===== src/rtl/acc_pkg.sv =====
// rtl/acc_pkg.sv - shared constants and extended request/response types for the accelerator interface
package acc_pkg;

    localparam int unsigned MaxIdWidth   = 5;
    localparam int unsigned AccNumReq    = 2;
    localparam int unsigned AccDataWidth = 32;

    function automatic int unsigned idx_width(input int unsigned num_req);
        return (num_req > 1) ? $clog2(num_req) : 1;
    endfunction

    function automatic int unsigned ext_id_width(input int unsigned num_req);
        return MaxIdWidth + idx_width(num_req);
    endfunction

    localparam int unsigned ExtIdWidth = ext_id_width(AccNumReq);

    typedef struct packed {
        logic [31:0]           operand;
        logic [ExtIdWidth-1:0] id;
    } acc_ext_req_chan_t;

    typedef struct packed {
        acc_ext_req_chan_t q;
        logic              q_valid;
        logic              p_ready;
    } acc_ext_req_t;

    typedef struct packed {
        logic [AccDataWidth-1:0] data;
        logic                    error;
        logic [ExtIdWidth-1:0]   id;
    } acc_ext_rsp_chan_t;

    typedef struct packed {
        acc_ext_rsp_chan_t p;
        logic              p_valid;
        logic              q_ready;
    } acc_ext_rsp_t;

endpackage


===== src/rtl/acc_id_fifo.sv =====
// rtl/acc_id_fifo.sv - in-order FIFO of extended IDs for requests awaiting a result
module acc_id_fifo #(
    parameter int unsigned Depth   = 4,
    parameter int unsigned IdWidth = 6
) (
    input  logic                         clk_i,
    input  logic                         rst_ni,
    input  logic                         push_i,
    input  logic [IdWidth-1:0]           id_i,
    input  logic                         pop_i,
    output logic [IdWidth-1:0]           head_o,
    output logic                         full_o,
    output logic                         empty_o,
    output logic [$clog2(Depth+1)-1:0]   count_o
);
    localparam int unsigned PtrW = (Depth > 1) ? $clog2(Depth) : 1;
    localparam int unsigned CntW = $clog2(Depth + 1);

    logic [IdWidth-1:0] mem_q [Depth];
    logic [PtrW-1:0]    wr_ptr_q, wr_ptr_d;
    logic [PtrW-1:0]    rd_ptr_q, rd_ptr_d;
    logic [CntW-1:0]    count_q, count_d;

    assign head_o  = mem_q[rd_ptr_q];
    assign full_o  = (count_q == CntW'(Depth));
    assign empty_o = (count_q == '0);
    assign count_o = count_q;

    // Pointers wrap at Depth, which need not be a power of two.
    always_comb begin
        wr_ptr_d = wr_ptr_q;
        rd_ptr_d = rd_ptr_q;
        count_d  = count_q;
        if (push_i) begin
            wr_ptr_d = (wr_ptr_q == PtrW'(Depth - 1)) ? '0 : wr_ptr_q + 1'b1;
        end
        if (pop_i) begin
            rd_ptr_d = (rd_ptr_q == PtrW'(Depth - 1)) ? '0 : rd_ptr_q + 1'b1;
        end
        case ({push_i, pop_i})
            2'b10:   count_d = count_q + 1'b1;
            2'b01:   count_d = count_q - 1'b1;
            default: count_d = count_q;
        endcase
    end

    always_ff @(posedge clk_i or negedge rst_ni) begin
        if (!rst_ni) begin
            wr_ptr_q <= '0;
            rd_ptr_q <= '0;
            count_q  <= '0;
            for (int i = 0; i < Depth; i++) begin
                mem_q[i] <= '0;
            end
        end else begin
            wr_ptr_q <= wr_ptr_d;
            rd_ptr_q <= rd_ptr_d;
            count_q  <= count_d;
            if (push_i) begin
                mem_q[wr_ptr_q] <= id_i;
            end
        end
    end

    a_no_push_full: assert property (@(posedge clk_i) disable iff (!rst_ni) !(push_i && full_o))
        else $error("acc_id_fifo: push while full");
    a_no_pop_empty: assert property (@(posedge clk_i) disable iff (!rst_ni) !(pop_i && empty_o))
        else $error("acc_id_fifo: pop while empty");

endmodule


===== src/rtl/acc_responder.sv =====
// rtl/acc_responder.sv - slave endpoint: forwards requests to an in-order unit and rebuilds ID-tagged responses
module acc_responder
    import acc_pkg::*;
#(
    parameter int unsigned DataWidth      = AccDataWidth,
    parameter int unsigned IdWidth        = ExtIdWidth,
    parameter int unsigned MaxOutstanding = 4,
    parameter type ext_req_t              = acc_ext_req_t,
    parameter type ext_rsp_t              = acc_ext_rsp_t,
    parameter type ext_req_chan_t         = acc_ext_req_chan_t
) (
    input  logic                                  clk_i,
    input  logic                                  rst_ni,
    input  ext_req_t                              slv_req_i,
    output ext_rsp_t                              slv_rsp_o,
    output ext_req_chan_t                         op_o,
    output logic                                  op_valid_o,
    input  logic                                  op_ready_i,
    input  logic [DataWidth-1:0]                  res_data_i,
    input  logic                                  res_error_i,
    input  logic                                  res_valid_i,
    output logic                                  res_ready_o,
    output logic [$clog2(MaxOutstanding+1)-1:0]   outstanding_o
);
    logic               full, empty;
    logic               q_ready, push, pop;
    logic [IdWidth-1:0] head_id;

    logic [DataWidth-1:0] p_data_q, p_data_d;
    logic                 p_error_q, p_error_d;
    logic [IdWidth-1:0]   p_id_q, p_id_d;
    logic                 p_valid_q, p_valid_d;

    // Full blocks the request even if a pop happens this cycle: no ready path through the result side.
    assign q_ready     = op_ready_i && !full;
    assign op_o        = slv_req_i.q;
    assign op_valid_o  = slv_req_i.q_valid && !full;
    assign push        = slv_req_i.q_valid && q_ready;
    assign res_ready_o = !empty && (!p_valid_q || slv_req_i.p_ready);
    assign pop         = res_valid_i && res_ready_o;

    acc_id_fifo #(
        .Depth   (MaxOutstanding),
        .IdWidth (IdWidth)
    ) u_id_fifo (
        .clk_i   (clk_i),
        .rst_ni  (rst_ni),
        .push_i  (push),
        .id_i    (slv_req_i.q.id),
        .pop_i   (pop),
        .head_o  (head_id),
        .full_o  (full),
        .empty_o (empty),
        .count_o (outstanding_o)
    );

    always_comb begin
        p_data_d  = p_data_q;
        p_error_d = p_error_q;
        p_id_d    = p_id_q;
        p_valid_d = p_valid_q;
        if (pop) begin
            p_data_d  = res_data_i;
            p_error_d = res_error_i;
            p_id_d    = head_id;
            p_valid_d = 1'b1;
        end else if (slv_req_i.p_ready) begin
            p_valid_d = 1'b0;
        end
    end

    always_ff @(posedge clk_i or negedge rst_ni) begin
        if (!rst_ni) begin
            p_data_q  <= '0;
            p_error_q <= 1'b0;
            p_id_q    <= '0;
            p_valid_q <= 1'b0;
        end else begin
            p_data_q  <= p_data_d;
            p_error_q <= p_error_d;
            p_id_q    <= p_id_d;
            p_valid_q <= p_valid_d;
        end
    end

    always_comb begin
        slv_rsp_o         = '0;
        slv_rsp_o.p.data  = p_data_q;
        slv_rsp_o.p.error = p_error_q;
        slv_rsp_o.p.id    = p_id_q;
        slv_rsp_o.p_valid = p_valid_q;
        slv_rsp_o.q_ready = q_ready;
    end

    a_p_stable: assert property (@(posedge clk_i) disable iff (!rst_ni)
        p_valid_q && !slv_req_i.p_ready |=> p_valid_q && $stable({p_data_q, p_error_q, p_id_q}))
        else $error("acc_responder: response changed under backpressure");
    a_res_when_empty: assert property (@(posedge clk_i) disable iff (!rst_ni) !(res_valid_i && empty))
        else $error("acc_responder: unit produced a result with nothing outstanding");

endmodule


===== config.mk =====
export PLATFORM = sky130hd
export DESIGN_NAME = acc_responder
export DESIGN_NICKNAME = d
export VERILOG_FILES = /design/src/rtl/acc_pkg.sv /design/src/rtl/acc_id_fifo.sv /design/src/rtl/acc_responder.sv
export SDC_FILE = /design/constraint.sdc
export NUM_CORES = 1
export LEC_CHECK = 0
export CAP_MARGIN = 20
export CORE_ASPECT_RATIO = 0.5
export CORE_MARGIN = 2
export CORE_UTILIZATION = 41
export CTS_CLUSTER_SIZE = 25
export DETAILED_ROUTE_END_ITERATION = 8
export GPL_TIMING_DRIVEN = 0
export MAX_ROUTING_LAYER = met4
export PLACE_DENSITY = 0.81
export SLEW_MARGIN = 15
export SYNTH_ARGS = -nofsm -noshare
export SYNTH_HDL_FRONTEND = slang
export SYNTH_SLANG_ARGS = --single-unit

===== constraint.sdc =====
create_clock -name clk_i -period 2.68 [get_ports clk_i]
set_clock_uncertainty 0.05 [all_clocks]
set_input_delay 0.67 -clock clk_i [delete_from_list [all_inputs] [get_ports clk_i]]
set_output_delay 0.67 -clock clk_i [all_outputs]
set_load 0.01 [all_outputs]

==> out/summary.txt, run 1 <==
syn_area_per_cell = 14.6 µm²
layout cells sized above 1 = 0.392
GR peak layer = met2
vias in the first global route = 2353
Skew-Pair Late Insertion Delay = 330 ps
adder-cell share of the synthesized area = 0.0290
GRT Residual Overflow = 0
met2 usage = 0.349
clk buf depth = 2
CTS H-tree depth = 3
synthesized instance count = 225
outcome = finished clean
WL final = 7620 µm
unrepaired setup endpoints after global routing = no
Final Max Slew Viols = 0
final setup violation count = 0
Die Area = 0.00877 mm²
Die Y = 67.2 µm
via count = 2258
Seq cells post-synth = 71
Fill cells = 551
initial antenna violation count = 0
core area = 0.00754 mm²
Layout area overhead = 53.5%
Synth Area in Compound Gates = 0.00802
register area = 0.00178 mm²
critical path capture point type = output pin
post-synthesis cell type count = 22
Initial DRT Pass Iterations = 4
Routability Congestion = 0.743
Mapped Area = 0.00328 mm²
drt initial violations = 102
commonest cells after routing, fill and taps aside = clkdlybuf4s50_1 (124), dfrtp_1 (70), mux2_2 (67), buf_4 (51), clkbuf_16 (9)
Fin Hold WS = 162 ps
cell count of the worst reg-to-reg path = 10
Port Buffers = 128
Ports = 161
Post-Place Worst Slack = -362 ps
CP max-delay cell = clkdlybuf4s50_1
pin count of the biggest net entering global routing = 56
CTS root buf = clkbuf_16
Die X = 130 µm
simple-gate share of the synthesized area = 0.0237
final hold vios = 0
TritonCTS Buffers = 9
critical path type = input pin to output pin
fin nets = 454
Pint = 3.59 mW
worst slew pin tran = 616 ps
XOR/XNOR Fraction of Synth Area = 0.00802
CP Max Fanout = 5
Required @ worst endpoint = 1960 ps
worst path arrival time = 1910 ps
Tmin final = 2630 ps
DRC viols = 0
syn_nets = 309
register area share after synthesis = 0.542
TritonCTS clock tree = built
fraction of the cycle the final worst path needs = 0.980
first-pass GRT wire length = 11400 µm
row count = 22
Clock Power Share = 0.202
main combinational cell family by area after synthesis = multiplexers
Seq pwr share = 0.364
Logic pwr share = 0.434
Worst Path Buf+Inv = 3
Starting Density = 0.435
FF-to-FF Start = u_id_fifo.count_o[1]
Multi-input gate area = 0.00114 mm²
clk slew on worst S/H paths = 50 ps
wire per inst = 15.8 µm
clock sink total = 71
Top cell by count, worst path = clkdlybuf4s50_1
Max Cap Violations = 0
FMAX = 381 MHz
FF-to-FF End = u_id_fifo.count_o[2]
worst path cell trace = clkdlybuf4s50_1, buf_4, clkdlybuf4s50_1
CP peak stage delay = 580 ps
flop2flop setup slack = 310 ps
Post-DP HPWL = 5820 µm
Max-slew headroom = 0.590
GR Layer Usage met3 = 0.0499
total power divided by cell area = 1010 mW/mm²
mux contribution to synthesized area = 0.274
Global Route Usage Sum = 0.182
Top delay family on crit path = buffers and inverters
Net Sw Frac = 0.292
switching power total = 1.48 mW
Pleak = 2.21 nW
CP Launch Type = input pin
GR Util met1 = 0.183
maximum VDD drop = 370 µV
most common cell after layout, fill and taps aside = clkdlybuf4s50_1
DRT antenna net count = 0
Final WS setup = 52.9 ps
worst hold path type = input pin to asynchronous set/reset pin
diodes inserted = 0
Vias per Instance = 4.67
yosys warns = 0
per-layer routing:
layer	routed length, µm	vias to the layer above
li1	-	1036
met2	4260	69
met5	0	-
met3	428	9
met1	2850	1144
met4	85	0
cells in the mapped netlist:
| cell type | instances | area, µm² |
|---|---|---|
| and3_2 | 1 | 7.51 |
| or3b_1 | 1 | 8.76 |
| o31a_2 | 1 | 10.0 |
| mux2i_1 | 1 | 10.0 |
| nor2_1 | 3 | 11.3 |
| clkbuf_1 | 1 | 3.75 |
| mux4_2 | 6 | 135 |
| xor2_1 | 2 | 17.5 |
| o311ai_2 | 1 | 16.3 |
| buf_4 | 45 | 338 |
| and2_2 | 2 | 15.0 |
| nand4_1 | 4 | 25.0 |
| fa_1 | 1 | 20.0 |
| nand2b_1 | 1 | 6.26 |
| buf_1 | 1 | 3.75 |
| ha_1 | 6 | 75.1 |
| dfrtp_1 | 71 | 1780 |
| mux2_2 | 67 | 754 |
| nand2_1 | 1 | 3.75 |
| xnor2_1 | 1 | 8.76 |
| inv_1 | 7 | 26.3 |
| buf_2 | 1 | 5.00 |
cell type report:
class / instances / area share
buffer: 48 / 0.0696
clock buffer: 11 / 0.0462
clock inverter: 5 / 0.00497
inverter: 7 / 0.00522
multi-input combinational: 99 / 0.226
sequential: 71 / 0.353
tap: 108 / 0.0269
timing repair buffer: 134 / 0.268
sequential cells by signal, indices dropped and copies added, names as in the netlist:
| name | flops |
|---|---|
| u_id_fifo.count_o | 3 |
| p_data_q | 32 |
| p_valid_q | 1 |
| p_id_q | 6 |
| u_id_fifo.wr_ptr_q | 2 |
| u_id_fifo.rd_ptr_q | 2 |
| u_id_fifo.mem_q | 24 |
| p_error_q | 1 |
worst register-to-register path: cells and delay by family, from the launching register on:
family,cells,cell delay [ps]
xor gates and xnor gates,2,300
adders and majority gates,2,550
buffers and inverters,3,280
DFF,1,380
and+or+nand+nor,3,730
power groups by stage:
stage	combinational [mW]	clock (mW)	sequential, mW
CTS	2.21	1.05	1.84
floorplan	1.05	0	1.95
global placement	2.06	0	1.84
global route	2.36	1.10	1.91
detailed placement	2.14	0	1.88
finish	2.20	1.02	1.84
logic make-up after synthesis:
group / Yosys count
xor+xnor: 3
buf+inv: 55
compound gates: 2
fa+ha+maj: 7
mux: 74
simple gates: 13
flops: 71
what timing repair did:
item,CTS,global route
endpoints found under the hold margin,0,0
endpoints found under the setup margin,3,3
setup buffers,3,2
gates cloned,0,0
hold buffers,0,0
pin swaps,0,1
gates resized for setup,2,4
through the flow:
step / area (µm²) / power [mW] / std cells / setup TNS [ps] / util
floorplan: 3280 / 3.00 / 225 / 0 / -
global placement: 4690 / 3.90 / 461 / -93540 / 0.622
detailed placement: 4720 / 4.02 / 462 / -538 / 0.626
CTS: 5000 / 5.11 / 481 / -18.5 / 0.663
global route: 5030 / 5.37 / 483 / 0 / 0.667
finish: 5030 / 5.06 / 483 / 0 / 0.667
how the worst max path moves through the flow:
stage                      start                    to  slack, ps  cells past startpoint
floorplan           slv_req_i[0]  u_id_fifo.count_o[2]        350                     10
global placement          rst_ni          p_data_q[17]      -1320                      1
detailed placement  slv_req_i[0]  u_id_fifo.count_o[2]       -360                     11
CTS                 slv_req_i[0]  u_id_fifo.count_o[2]        -20                     11
global route        slv_req_i[7]               op_o[5]         10                      3
finish              slv_req_i[3]               op_o[1]         50                      3
(Power assumes the default switching activity.)
==> run 2: changes to the inputs <==
CTS_BUF_LIST = sky130_fd_sc_hd__clkbuf_16   (was unset)
clock period = 2.8 ns   (was 2.68 ns; I/O delays follow)
==> run 2 against run 1 <==
Against the previous run:
- via count down 0.13%
- critical path depth unchanged
- sequential power down 4%
- flip-flop and latch count is the same
- register-to-register slack better by 110 ps
- utilization is 0.22 points lower
- global-route usage stayed put
==> out/summary.txt, run 2 (same netlist as run 1, synthesis figures left out) <==
outcome = finished clean
Net Sw Frac = 0.293 (+0.00139)
critical path capture point type = output pin
Final WS setup = 89.4 ps (+36.5 ps)
TritonCTS Buffers = 9 (unchanged)
layout cells sized above 1 = 0.389 (-0.00326)
GRT Residual Overflow = 0 (unchanged)
DRT antenna net count = 0 (unchanged)
CTS Hold Buffers Added = 0 (unchanged)
Initial DRT Pass Iterations = 4 (unchanged)
GR Util met1 = 0.183 (unchanged)
Global Route Usage Sum = 0.182 (unchanged)
Largest Register = p_data_q
final setup violation count = 0 (unchanged)
Logic pwr share = 0.434 (about the same)
fin nets = 452 (-0.44%)
row count = 22 (unchanged)
FMAX = 369 MHz
total negative slack = 0 ps (unchanged)
Util after Layout = 0.665 (-0.00216)
diodes inserted = 0 (unchanged)
DP Cell Count = 462 (unchanged)
Die Area = 0.00877 mm² (unchanged)
maximum VDD drop = 354 µV (-4.3%)
core area = 0.00754 mm² (unchanged)
Pleak = 2.20 nW (-0.40%)
pin count of the biggest net entering global routing = 56 (unchanged)
total power divided by cell area = 964 mW/mm² (-4.1%)
Ports = 161 (unchanged)
Port Buffers = 128 (unchanged)
worst slew pin tran = 614 ps (-1.14 ps)
vias in the first global route = 2353 (unchanged)
clock sink total = 71 (unchanged)
DRC viols = 0 (unchanged)
Seq pwr share = 0.365 (about the same)
switching power total = 1.42 mW (-4.0%)
CP peak stage delay = 560 ps (-20 ps)
TritonCTS clock tree = built
final hold vios = 0 (unchanged)
Cell Count, Final, Fillers Out = 481 (-0.41%)
commonest cells after routing, fill and taps aside = clkdlybuf4s50_1 (126), dfrtp_1 (70), mux2_2 (67), buf_4 (49)
Final Max Slew Viols = 0 (unchanged)
initial antenna violation count = 0 (unchanged)
fraction of the cycle the final worst path needs = 0.968
GR Layer Usage met3 = 0.0499 (unchanged)
worst hold path type = input pin to asynchronous set/reset pin
unrepaired setup endpoints after global routing = no
first-pass GRT wire length = 11400 µm (unchanged)
GR peak layer = met2
worst path arrival time = 1960 ps (+50 ps)
CTS root buf = clkbuf_16
Required @ worst endpoint = 2050 ps (+90 ps)
Tmin final = 2710 ps
WL final = 7650 µm (+0.39%)
Layout area overhead = 53.0%
Post-DP HPWL = 5820 µm (unchanged)
CP max-delay cell = clkdlybuf4s50_1
Routability Congestion = 0.743 (unchanged)
worst path cell trace = clkdlybuf4s50_1, and2_2, clkdlybuf4s50_1
met2 usage = 0.349 (unchanged)
Vias per Instance = 4.69 (+0.28%)
Max Cap Violations = 0 (unchanged)
biggest regs = p_data_q (32), u_id_fifo.mem_q (24), p_id_q (6)
most common cell after layout, fill and taps aside = clkdlybuf4s50_1
wire per inst = 15.9 µm (+0.81%)
max reg flops = 32 (unchanged)
Die Y = 67.2 µm (unchanged)
DP Area = 0.00472 mm² (unchanged)
Max-slew headroom = 0.590 (+0.000759)
Top cell by count, worst path = clkdlybuf4s50_1
CTS H-tree depth = 3 (unchanged)
critical path type = input pin to output pin
Overall Power = 4.84 mW (-4.4%)
Pint = 3.42 mW (-4.6%)
Post-Place Worst Slack = -272 ps (+90.0 ps)
Starting Density = 0.435 (unchanged)
CP Max Fanout = 6 (+1)
Skew-Pair Late Insertion Delay = 330 ps (about the same)
Die X = 130 µm (unchanged)
CP Launch Type = input pin
Fin Hold WS = 192 ps (+30.4 ps)
drt initial violations = 78 (-24%)
Clock Power Share = 0.202 (about the same)
clk slew on worst S/H paths = 50 ps (about the same)
Final Cell Area = 0.00502 mm² (-0.32%)
clk buf depth = 2 (unchanged)
via count = 2255 (-0.13%)
-- run 2: worst paths after layout --
kind | startpoint | to | slack (ps) | depth (start not counted)
setup reg to reg | u_id_fifo.count_o[1] | u_id_fifo.count_o[2] | 420 | 10
min in group clk_i | u_id_fifo.mem_q[10] | u_id_fifo.mem_q[10] | 450 | 1
hold / removal | rst_ni | u_id_fifo.wr_ptr_q[1] | 190 | 1
setup / recovery | slv_req_i[1] | op_valid_o | 90 | 3
max in group asynchronous | rst_ni | p_id_q[4] | 1970 | 2
hold reg to reg | u_id_fifo.mem_q[10] | u_id_fifo.mem_q[10] | 450 | 1
-- run 2: timing repair --
item	4_1_cts	5_1_grt
gates resized for setup	1	3
endpoints found under the setup margin	1	2
buffers inserted	3	0
-- run 2: metal layers --
layer	vias to the layer above	share of wire	wire length (µm)
met2	69	0.56	4260
met5	-	0	0
li1	1033	-	-
met4	0	0.012	89
met1	1144	0.38	2880
met3	9	0.056	428
-- run 2: layout make-up --
cell class                 count  area (µm²)
fill                         549        2530
sequential                    71        1780
timing repair buffer         132        1330
multi-input combinational     99        1140
buffer                        48         350
clock buffer                   9         225
tap                          108         135
clock inverter                 7        32.5
inverter                       7        26.3
-- run 2: critical path: cells and delay by family --
family	cells	cell delay, ps
AND/OR/NAND/NOR	1	170
buffers and inverters	2	1090
-- run 2: power groups by stage --
stage	Combinational (mW)	Clock, mW	Sequential [mW]
final	2.10	0.975	1.76
after global routing	2.25	1.04	1.83
after CTS	2.12	0.998	1.76
after detailed placement	2.05	0	1.80
after global placement	1.98	0	1.76
after floorplan	1.00	0	1.87
==> run 3: changes to the inputs <==
CORE_MARGIN = unset   (was 2)
CORE_UTILIZATION = 44   (was 41)
PLACE_DENSITY = 0.86   (was 0.81)
clock period = 3.15 ns   (was 2.8 ns; I/O delays follow)
==> run 3 against run 2 <==
Against the previous run:
- utilization grew 4.8 points
- flip-flop and latch count unchanged
- setup slack improved by 90 ps
- final cell count shrank 4.4%
- count of clock-buffer cells in the layout is the same
- die area decreased by 11%
- cell area fell by 1.4%
- critical path depth rose by 1
- sequential power is 9.7% lower
- global-route usage up 1.7 points
- clock power is 14% lower
- critical path type unchanged
- largest power group unchanged
==> out/summary.txt, run 3 (same netlist as run 1, synthesis figures left out) <==
via count = 2186 (-3.1%)
Global Route Usage Sum = 0.199 (+0.0171)
Layout area overhead = 50.9%
max reg flops = 32 (unchanged)
FMAX = 337 MHz
CP Launch Type = input pin
worst hold path type = input pin to asynchronous set/reset pin
Die X = 124 µm (-4.9%)
worst path cell trace = clkdlybuf4s50_1, and2_2, buf_4, clkdlybuf4s50_1
met2 wire length = 3790 µm (-11%)
Die Y = 63.0 µm (-6.2%)
initial antenna violation count = 0 (unchanged)
critical path type = input pin to output pin
DP Area = 0.00470 mm² (-0.42%)
worst path arrival time = 2130 ps (+170 ps)
total power divided by cell area = 854 mW/mm² (-11%)
CTS Hold Buffers Added = 0 (unchanged)
Top delay family on crit path = buffers and inverters
biggest regs = p_data_q (32), u_id_fifo.mem_q (24), p_id_q (6)
commonest cells after routing, fill and taps aside = clkdlybuf4s50_1 (127), dfrtp_1 (71), mux2_2 (67), buf_4 (46), inv_1 (10)
Required @ worst endpoint = 2310 ps (+260 ps)
Max Used Layer = met4
final setup violation count = 0 (unchanged)
Fin Hold WS = 224 ps (+31.5 ps)
Max Cap Violations = 0 (unchanged)
DRC viols = 0 (unchanged)
Max-slew headroom = 0.528 (-0.0625)
most common cell after layout, fill and taps aside = clkdlybuf4s50_1
CTS resizes = 0 (-1)
pin count of the biggest net entering global routing = 67 (+20%)
Routability Congestion = 0.697 (-6.2%)
CP Max Fanout = 6 (unchanged)
wire length on met1 = 2850 µm (-1.1%)
Largest Register = p_data_q
CTS H-tree depth = 3 (unchanged)
wire per inst = 15.4 µm (-3.0%)
unrepaired setup endpoints after global routing = no
Fill cells = 449 (-18%)
Die Area = 0.00782 mm² (-11%)
clk slew on worst S/H paths = 50 ps (about the same)
Top cell by count, worst path = clkdlybuf4s50_1
final hold vios = 0 (unchanged)
worst slew pin tran = 707 ps (+92.5 ps)
fraction of the cycle the final worst path needs = 0.943
Pleak = 2.17 nW (-1.5%)
DRT antenna net count = 0 (unchanged)
GRT Residual Overflow = 0 (unchanged)
vias in the first global route = 2341 (-0.51%)
TritonCTS clock tree = built
Ports = 161 (unchanged)
Tmin final = 2970 ps
Skew-Pair Late Insertion Delay = 320 ps (about the same)
TritonCTS Buffers = 9 (unchanged)
postcts setup bufs = 0 (-3)
total negative slack = 0 ps (unchanged)
routed wl met3 = 417 µm (-2.6%)
Port Buffers = 128 (unchanged)
CTS root buf = clkbuf_16
drt initial violations = 122 (+56%)
Final Cell Area = 0.00495 mm² (-1.4%)
critical path capture point type = output pin
clk buf depth = 2 (unchanged)
CP max-delay cell = clkdlybuf4s50_1
Starting Density = 0.473 (+0.0379)
WL final = 7100 µm (-7.3%)
outcome = finished clean
row count = 21 (-4.5%)
Worst Path Buf+Inv = 3 (+1)
core area = 0.00694 mm² (-8.0%)
Vias per Instance = 4.75 (+1.4%)
diodes inserted = 0 (unchanged)
clock sink total = 71 (unchanged)
fin nets = 449 (-0.66%)
CP peak stage delay = 560 ps (about the same)
Util after Layout = 0.713 (+0.0480)
Initial DRT Pass Iterations = 4 (unchanged)
Final Max Slew Viols = 0 (unchanged)
maximum VDD drop = 340 µV (-3.9%)
first-pass GRT wire length = 11300 µm (-1.3%)
layout cells sized above 1 = 0.372 (-0.0165)
Post-DP HPWL = 5400 µm (-7.3%)
==> run 3: worst paths after layout <==
check	start	endpoint	slack [ps]	cells after the start
setup / recovery	op_ready_i	slv_rsp_o[0]	180	4
hold / removal	rst_ni	u_id_fifo.mem_q[5]	220	1
setup reg to reg	u_id_fifo.count_o[0]	u_id_fifo.count_o[2]	680	9
hold reg to reg	u_id_fifo.mem_q[9]	u_id_fifo.mem_q[9]	450	1
max in group asynchronous	rst_ni	p_data_q[8]	2310	2
min in group clk_i	u_id_fifo.mem_q[9]	u_id_fifo.mem_q[9]	450	1
==> run 3: per-layer routing <==
layer,up-vias,global-route usage
li1,1014,-
met1,1083,0.219
met2,84,0.357
met3,5,0.0474
met4,0,0.0551
met5,-,-
==> run 3: through the flow <==
stage / total power [mW] / setup WS [ps] / std cells
after floorplan: 2.55 / 706 / 225
after global placement: 3.31 / -941 / 445
after detailed placement: 3.41 / -36.0 / 446
after CTS: 4.28 / 179 / 460
after global routing: 4.48 / 125 / 460
final: 4.22 / 179 / 460
==> run 3: final cells by class <==
type,instances,area (µm²),area share
plain buffers,48,350,0.0708
clock buffers,9,225,0.0455
clock inverters,5,21.3,0.00430
inverters,7,26.3,0.00531
multi-input cells,99,1120,0.227
flip-flops and latches,71,1780,0.359
well taps,92,115,0.0233
repair buffers,129,1310,0.264
==> run 3: report_power, final <==
part	total [mW]	switching, mW	internal [mW]
clock	0.841	0.330	0.511
sequential	1.59	0.244	1.34
combinational	1.79	0.650	1.14
==> edit 1: new RTL, settings of run 2 <==
Make the reset (`rst_ni`) synchronous in 2 clocked blocks.
--- a/src/rtl/acc_id_fifo.sv
+++ b/src/rtl/acc_id_fifo.sv
@@ -46,3 +46,3 @@
 
-    always_ff @(posedge clk_i or negedge rst_ni) begin
+    always_ff @(posedge clk_i) begin
         if (!rst_ni) begin
--- a/src/rtl/acc_responder.sv
+++ b/src/rtl/acc_responder.sv
@@ -71,3 +71,3 @@
 
-    always_ff @(posedge clk_i or negedge rst_ni) begin
+    always_ff @(posedge clk_i) begin
         if (!rst_ni) begin
Behaviour: differs if rst_ni is asserted again (counterexample within 4 cycles, from zero or initial values and one cycle with rst_ni low); with rst_ni held inactive, the same outputs for 4 cycles.
==> edit 1 against run 2 <==
  * Routed wire length grew 19%
  * Global-route usage rose by 1.6 points
  * Final cell count is 26% higher
  * Highest routed layer unchanged
  * Worst setup slack worse by 0.033 ns
  * Design area rose by 6.2%
  * Critical endpoint is now res_ready_o
  * Die area increased by 10%
  * Sequential cell count stayed put
  * Total power down 17%
  * Synthesized area grew 11%
==> edit 1: results (changes against run 2) <==
Placed Cells=589 (was 462); GRT Util Overall=19.8% (was 18.2%); asr flop ratio synth=0% (was 100%); post-synthesis compound-gate area fraction=14.2% (was 0.802%); maximum VDD drop=517 µV (was 354 µV); Mapped Avg Cell Area=10.5 µm² (was 14.6 µm²); DRT iter0 DRCs=178 (was 78); worst hold path type=reg2reg (was in2async); WP data arrival=1.99 ns (was 1.96 ns); Worst Path Max Fanout=10 (was 6); fillers=714 (was 549); post-synthesis adder-cell area fraction=1.59% (was 2.90%); status=finished, final reports clean (unchanged); Synth Area in XOR/XNOR=0.483% (was 0.802%); Seq/Total Area, Yosys=45.8% (was 54.2%); # nets final=567 (was 452); fraction of layout cells with a size suffix above 1=20.4% (was 38.9%); area share of the largest cell type after synthesis=25.9% (was 54.2%); slew margin rel.=32.9% (was 59.0%); CP max stage delay=0.46 ns (was 0.56 ns); via/cell ratio=5.17 (was 4.69); PD cells=755 nW/µm² (was 964 nW/µm²); WL per Instance=15.0 µm (was 15.9 µm); dpl ws=-0.510 ns (was -0.272 ns); most frequent cells after synthesis=dfxtp_1 (47), buf_4 (44), a21oi_1 (35), nand4_1 (35), o31ai_1 (35) (was dfrtp_1 (71), mux2_2 (67), buf_4 (45))
edit 1: worst register-to-register path, delay by kind of cell (launching register included):
family / cells / cell delay (ns)
adders and majority gates: 2 / 0.61
xor gates and xnor gates: 1 / 0.15
DFF: 1 / 0.41
buffers and inverters: 1 / 0.06
and+or+nand+nor: 3 / 0.98
AOI/OAI and AO/OA: 1 / 0.13
edit 1: routing by layer:
| metal | vias up | wire length (µm) | global-route usage [%] |
|---|---|---|---|
| met5 | - | 0 | - |
| met4 | 0 | 157 | 5.84 |
| met3 | 18 | 717 | 5.23 |
| met2 | 130 | 4650 | 34.5 |
| met1 | 1478 | 3580 | 22.4 |
| li1 | 1514 | - | - |
edit 1: repair_timing:
action	CTS	global route
resized for setup	4	3
hold endpoints to repair	0	0
setup endpoints to repair	2	2
pin swaps	1	0
buffers inserted	1	2
edit 1: final timing paths:
| check | cells past startpoint | slack (ns) | to | start |
|---|---|---|---|---|
| setup reg to reg | 8 | 0.34 | u_id_fifo.count_o[2]$_SDFFE_PN0P_ | u_id_fifo.count_o[0]$_SDFFE_PN0P_ |
| setup / recovery | 6 | 0.06 | res_ready_o | slv_req_i[0] |
| hold / removal | 2 | 0.42 | p_data_q[19]$_SDFFE_PN0P_ | p_data_q[19]$_SDFFE_PN0P_ |
| hold reg to reg | 2 | 0.42 | p_data_q[19]$_SDFFE_PN0P_ | p_data_q[19]$_SDFFE_PN0P_ |
edit 1: final cells by class:
cell class              count  area share, %
plain buffers              71           10.1
clock buffers               9           4.23
clock inverters             6          0.470
inverters                  11          0.775
multi-input cells         193           26.4
flip-flops and latches     71           31.2
well taps                 117           2.75
repair buffers            129           24.1
edit 1: power by group:
| group | switching, mW | internal (mW) | total (mW) |
|---|---|---|---|
| registers | 0.118 | 1.25 | 1.37 |
| logic | 0.834 | 0.861 | 1.69 |
| clock network | 0.385 | 0.577 | 0.962 |
edit 1: cells by family after synthesis:
logic type | count (synthesis)
flops | 71
buf+inv | 82
simple gates | 97
xor+xnor | 2
compound gates | 82
mux | 8
fa+ha+maj | 4
==> edit 2: new RTL, flow settings as in run 2 <==
Without the edit above. Set the package constant `AccDataWidth` to 64 (it was 32).
--- a/src/rtl/acc_pkg.sv
+++ b/src/rtl/acc_pkg.sv
@@ -5,3 +5,3 @@
     localparam int unsigned AccNumReq    = 2;
-    localparam int unsigned AccDataWidth = 32;
+    localparam int unsigned AccDataWidth = 64;
 
Interface: changed (resized res_data_i and slv_rsp_o); port bits go from 161 to 225. The function was not compared with the original's and may differ.
==> edit 2 against run 2 <==
  * Critical path depth rose by 1
  * Design area rose by 39%
  * Non-clock buffer count rose by 68
  * Maximum frequency rose by 0.15%
  * Sequential cell count rose by 32
  * Routed wire length rose by 40%
  * Total power rose by 39%
  * Hold slack improved by 0.061 ns
  * Synthesized area rose by 37%
  * Worst setup slack improved by 0.0039 ns
  * Critical path type unchanged
  * Largest cell class unchanged
==> edit 2: results (changes against run 2) <==
status=finished, final reports clean (unchanged); most frequent cells after synthesis=dfrtp_1 (103), mux2_2 (87), buf_4 (46) (was dfrtp_1 (71), mux2_2 (67), buf_4 (45)); Signal buffers=248 (was 180); Via Count=3026 (was 2255); maximum VDD drop=403 µV (was 354 µV); largest registers=p_data_q: 64 flops, u_id_fifo.mem_q: 24 flops, p_id_q: 6 flops (was p_data_q: 32 flops, u_id_fifo.mem_q: 24 flops, p_id_q: 6 flops); Worst Path Max Fanout=3 (was 6); # nets final=616 (was 452); dpl ws=-0.337 ns (was -0.272 ns); M2 GR Usage=36.5% (was 34.9%); first-pass GRT wire length=17.4 mm (was 11.4 mm); area post-placement=6620 µm² (was 4720 µm²); Metal-1 WL=3.95 mm (was 2.88 mm); crit path capture=res_ready_o (was op_valid_o); comb_multi_in=131 (was 99); fillers=731 (was 549); largest net degree at the start of global routing=54 (was 56); WL per Instance=16.6 µm (was 15.9 µm); vias in the first global route=3244 (was 2353); # rows=26 (was 22); Placed Cells=626 (was 462); met3 Use GR=5.85% (was 4.99%); Sequential Power Share=37.3% (was 36.5%); clock slew at reported path FFs=0.07 ns (was 0.05 ns); global routing met1 resource utilization=20.3% (was 18.3%)
edit 2: cell types whose count changed after synthesis, moves of 2 or more:
cell / before / now
nand4_2: 0 / 4
mux2_4: 0 / 2
nand4_1: 4 / 0
and2_1: 0 / 2
buf_2: 1 / 5
and2_2: 2 / 0
dfrtp_1: 71 / 103
mux2_2: 67 / 87
mux2_1: 0 / 10
edit 2: kinds of logic after synthesis:
kind of cell	after synthesis	share of synthesized area, %
adders and majority gates	7	2.12
buffers and inverters	59	8.91
muxes	106	28.2
xor gates and xnor gates	3	0.585
DFF	103	57.3
AOI/OAI and AO/OA	2	0.557
and+or+nand+nor	13	2.31
edit 2: critical path, delay by kind of cell:
family	cells	cell delay (ns)
buf+inv	2	0.99
compound gates	1	0.13
simple gates	1	0.13
edit 2: timing repair:
action                                  in CTS  in global routing
resized for setup                            2                  8
endpoints found under the setup margin       1                  3
hold buffers                                 0                  0
setup buffers                                3                  0
